### config.mk
export PLATFORM = sky130hd
export DESIGN_NAME = mem_port_arbiter
export DESIGN_NICKNAME = d
export VERILOG_FILES = /design/src/rtl/mem_port_arbiter.sv
export SDC_FILE = /design/constraint.sdc
export NUM_CORES = 1
export LEC_CHECK = 0
export CAP_MARGIN = 20
export CORE_AREA = 2 2 105 107
export DETAILED_ROUTE_END_ITERATION = 16
export DIE_AREA = 0 0 107 109
export SLEW_MARGIN = 20
export SYNTH_ARGS = -nofsm -noshare
export SYNTH_HDL_FRONTEND = slang
export SYNTH_SLANG_ARGS = --single-unit
### constraint.sdc
create_clock -name clk -period 2.1 [get_ports clk]
set_clock_uncertainty 0.1 [all_clocks]
set_input_delay 0.315 -clock clk [delete_from_list [all_inputs] [get_ports clk]]
set_output_delay 0.315 -clock clk [all_outputs]
set_load 0.01 [all_outputs]
### src/rtl/mem_port_arbiter.sv
// Two-requester arbiter for the single main-memory port: fetch vs. load/store.
// Data has priority unless fetch has been passed over STARVE_LIMIT times in a row.
module mem_port_arbiter #(
  parameter int ADDR_WIDTH   = 32,
  parameter int DATA_WIDTH   = 32,
  parameter int MEM_LATENCY  = 1,
  parameter int STARVE_LIMIT = 4
) (
  input  logic                  clk,
  input  logic                  rst,
  input  logic                  if_req,
  input  logic [ADDR_WIDTH-1:0] if_addr,
  output logic                  if_gnt,
  output logic                  if_rvalid,
  output logic [DATA_WIDTH-1:0] if_rdata,
  input  logic                  d_req,
  input  logic                  d_we,
  input  logic [ADDR_WIDTH-1:0] d_addr,
  input  logic [DATA_WIDTH-1:0] d_wdata,
  output logic                  d_gnt,
  output logic                  d_rvalid,
  output logic [DATA_WIDTH-1:0] d_rdata,
  output logic                  mem_en,
  output logic                  mem_we,
  output logic [ADDR_WIDTH-1:0] mem_addr,
  output logic [DATA_WIDTH-1:0] mem_wdata,
  input  logic [DATA_WIDTH-1:0] mem_rdata,
  output logic                  fetch_stall,
  output logic                  data_stall
);

  typedef enum logic {IDLE, READ_WAIT} state_e;

  localparam logic [2:0] LAT_LOAD   = 3'(MEM_LATENCY - 1);
  localparam logic [3:0] STARVE_MAX = 4'(STARVE_LIMIT);

  state_e     state_q, state_d;
  logic [2:0] lat_cnt_q, lat_cnt_d;
  logic [3:0] starve_cnt_q, starve_cnt_d;
  logic       owner_q, owner_d;   // 1 = data port owns the outstanding read
  logic       pend_q, pend_d;     // a read is outstanding (covers the return cycle too)

  logic gnt_if, gnt_d, rd_grant, rsp;

  // Grants are gated by rst so every output is quiet while reset is held.
  always_comb begin
    gnt_if = 1'b0;
    gnt_d  = 1'b0;
    if (rst && state_q == IDLE) begin
      if (if_req && d_req) begin
        if (starve_cnt_q == STARVE_MAX) gnt_if = 1'b1;
        else                            gnt_d  = 1'b1;
      end else begin
        gnt_if = if_req;
        gnt_d  = d_req;
      end
    end
  end

  assign rd_grant = gnt_if | (gnt_d & ~d_we);
  assign rsp      = pend_q & (lat_cnt_q == 3'd0);

  // READ_WAIT is left one cycle early so a new grant can overlap the read return.
  always_comb begin
    state_d      = state_q;
    lat_cnt_d    = lat_cnt_q;
    owner_d      = owner_q;
    pend_d       = pend_q;
    starve_cnt_d = starve_cnt_q;
    case (state_q)
      IDLE: begin
        if (rsp) pend_d = 1'b0;
        if (rd_grant) begin
          pend_d    = 1'b1;
          owner_d   = gnt_d;
          lat_cnt_d = LAT_LOAD;
          state_d   = (LAT_LOAD != 3'd0) ? READ_WAIT : IDLE;
        end
      end
      READ_WAIT: begin
        lat_cnt_d = lat_cnt_q - 3'd1;
        if (lat_cnt_q == 3'd1) state_d = IDLE;
      end
      default: state_d = IDLE;
    endcase
    if (!if_req || gnt_if)                      starve_cnt_d = 4'd0;
    else if (gnt_d && starve_cnt_q < STARVE_MAX) starve_cnt_d = starve_cnt_q + 4'd1;
  end

  always_ff @(posedge clk or negedge rst) begin
    if (!rst) begin
      state_q      <= IDLE;
      lat_cnt_q    <= 3'd0;
      starve_cnt_q <= 4'd0;
      owner_q      <= 1'b0;
      pend_q       <= 1'b0;
    end else begin
      state_q      <= state_d;
      lat_cnt_q    <= lat_cnt_d;
      starve_cnt_q <= starve_cnt_d;
      owner_q      <= owner_d;
      pend_q       <= pend_d;
    end
  end

  assign if_gnt    = gnt_if;
  assign d_gnt     = gnt_d;
  assign mem_en    = gnt_if | gnt_d;
  assign mem_we    = gnt_d & d_we;
  assign mem_addr  = gnt_d ? d_addr : (gnt_if ? if_addr : '0);
  assign mem_wdata = gnt_d ? d_wdata : '0;

  assign if_rvalid = rst & rsp & ~owner_q;
  assign d_rvalid  = rst & rsp & owner_q;
  assign if_rdata  = if_rvalid ? mem_rdata : '0;
  assign d_rdata   = d_rvalid  ? mem_rdata : '0;

  assign fetch_stall = rst & if_req & ~gnt_if;
  assign data_stall  = rst & ((d_req & ~gnt_d) | (pend_q & owner_q & (lat_cnt_q != 3'd0)));

endmodule

==> results_dict.tcl <==
set metrics [dict create \
    status "finished, violations left" \
    violations "setup timing" \
    tns_ns -5.51 \
    fin_nets 755 \
    pre_cts_slack_ns -0.586 \
    critPathArrivalTime_ns 1.85 \
    period_share 1.08 \
    avgSynthCellArea_um2 6.59 \
    syn-cell-area_um2 1930 \
    grt_util_all_layers 0.209 \
    fillers 964 \
    required_ns 1.68 \
    clkTransAtPathRegs_ns 0.05 \
    syn2layout_area_growth_pct 208 \
    grt_pass1_vias 3525 \
    place.detailed.hpwl_mm 9.23 \
    cts_sinks 10 \
    cts_max_level 1 \
    grt_pass1_wl_mm 19.0 \
    core_area_um2 10600 \
    seqCellArea_um2 250 \
    yosysMostFrequentCell "nand2_1" \
    netlist_instances 292 \
    fp.dieH_um 109 \
    min_period_ns 2.26 \
    grt_antenna_before_repair 1 \
    gp_congestion 0.788 \
    r2r_cells 7 \
    clock.fmax_ghz 0.442 \
    yosysSeqAreaShare 0.130 \
    avgRoutedWirePerCell_um 17.7 \
    slew_headroom 0.847 \
    drt-initial-drc-count 145 \
    multiInputGateArea_um2 1980 \
    synthTopCellsByCount "nand2_1 (69), and2_1 (64), and3_1 (33)" \
    drc 0 \
    slew_violations 0 \
    rsz0062_at_grt "yes" \
    synth_edf_count 0 \
    synth_cell_types 36 \
    tightest_slew_ns 0.228 \
    synth-main-ff-cell "dfrtp_1" \
    finalWirelength_mm 13.4 \
    start_util 0.182 \
    maxCapViolCount 0 \
    synth_top_area_cell "and2_1" \
    hold_violations 0 \
    die_area_um2 11700 \
    dr.pass1.iters 4 \
    fin_ws_ns -0.163 \
    crit_type "reg -> out" \
    async_flop_share 1.00 \
    cts_tree "yes" \
    finalSetupViolCount 66 \
    yosysWarnings 0 \
    cts_root_buf "clkbuf_8" \
    fp-row-count 38 \
    cp-start-kind "register" \
    ys_ff_latch 10 \
    synth_top_area_share 0.208 \
    io_buffers 268 \
    holdBufCountCts 0 \
    drive_above_1_share 0.555 \
    cts_made_buffers 3 \
    drtAntennaViolNets 0 \
    power_density_nw_per_um2 236 \
    max-vdd-ir-drop_mv 0.218 \
    grt_max_degree 26 \
    synth_area_leaders "and2_1 (21%), nand2_1 (13%), dfrtp_1 (13%), and3_1 (11%), o22ai_1 (10%)" \
    endpoint_kind "output pin" \
    pin_count 269 \
    cts_max_path_buffers 2 \
    synthesis.nets 430 \
    num_vias 3460 \
    leakagePower_uw 0.00275 \
    worst-path-max-fanout 4 \
    fp.dieW_um 107 \
    grt_overflow 0 \
    via_per_inst 4.57 \
    clk_latency_ns 0.23 \
    hold_path_class "in -> async" \
]
## metal layers
layer / GRT usage / wire [µm]
met1: 0.217 / 4700
met3: 0.0466 / 1060
met2: 0.420 / 7320
met4: 0.0557 / 293
met5: 0 / 0
## state kept, by name, summed over array words and instances (netlist names)
name	cells
starve_cnt_q	4
lat_cnt_q	3
state_q	1
owner_q	1
pend_q	1
## per-stage QoR
step | cell area [µm²] | hold slack (ns) | util | total power (µW) | std cells
floorplan | 1930 | -0.0806 | - | 447 | 292
global placement | 4960 | 0.431 | 0.468 | 959 | 706
detailed placement | 4960 | 0.447 | 0.468 | 966 | 706
CTS | 5760 | 0.139 | 0.543 | 1360 | 750
global route | 5930 | 0.167 | 0.559 | 1480 | 757
finish | 5930 | 0.119 | 0.559 | 1400 | 757
## critical path, cell delays in order, from the launching register on
cell	delay (ns)
dfrtp_1	0.37
inv_2	0.07
ha_4	0.16
and3b_4	0.20
a21oi_4	0.20
buf_6	0.16
buf_16	0.11
buf_6	0.09
and3_4	0.17
buf_6	0.09
## what timing repair did
item,4_1_cts,5_1_grt
pin swaps,56,35
resized for setup,575,192
setup buffers,27,13
endpoints found under the setup margin,136,135
gates cloned,13,2
## layout make-up
cell class,instances,area share
Timing Repair Buffer,348,0.578
Inverter,9,0.00570
Multi-Input combinational cell,245,0.334
Antenna cell,1,0.000422
Tap cell,140,0.0295
Sequential cell,10,0.0422
Clock buffer,4,0.00928
## where the power goes
| group | switching [µW] | internal [µW] |
|---|---|---|
| combinational | 362 | 594 |
| clock | 78.3 | 165 |
| sequential | 5.74 | 198 |
## cell usage in the layout (no fill, tap or decap), types with 2 or more instances in the layout
cell             instances
clkdlybuf4s50_1        129
buf_6                   97
nand2_1                 67
buf_2                   45
and2_4                  40
buf_4                   35
and3_4                  31
and2_1                  24
o22ai_2                 24
clkbuf_2                16
buf_12                  13
dfrtp_1                 10
inv_2                    5
o22ai_1                  5
dlygate4sd2_1            5
inv_1                    4
nand2b_1                 4
o21ai_0                  4
clkbuf_8                 4
buf_16                   4
nor2_1                   3
o22ai_4                  3
nand3_1                  3
ha_1                     3
nand2_2                  2
nor3_4                   2
and3_1                   2
a21oi_1                  2
nor3b_2                  2
a211oi_2                 2
a22o_1                   2
ha_4                     2
buf_8                    2
## cells by family after synthesis
group | after synthesis | synth area share
AO/OA/AOI/OAI | 50 | 0.181
XOR/XNOR | 1 | 0.00455
adder cells (fa/ha/maj) | 5 | 0.0325
buffers and inverters | 37 | 0.110
flip-flops | 10 | 0.130
AND/OR/NAND/NOR | 189 | 0.542
## worst paths after layout
path	from	to	slack [ns]
worst min register to register	lat_cnt_q[2]$_DFFE_PN0P_	state_q$_DFF_PN0_	0.49
min in group clk	lat_cnt_q[2]$_DFFE_PN0P_	state_q$_DFF_PN0_	0.49
worst max-delay path	starve_cnt_q[0]$_DFFE_PN0P_	mem_wdata[27]	-0.16
max in group asynchronous	rst	owner_q$_DFFE_PN0P_	1.65
worst max register to register	starve_cnt_q[0]$_DFFE_PN0P_	lat_cnt_q[1]$_DFFE_PN0P_	0.40
worst min-delay path	rst	lat_cnt_q[1]$_DFFE_PN0P_	0.12
No activity file was read; power rests on OpenSTA's default activity.
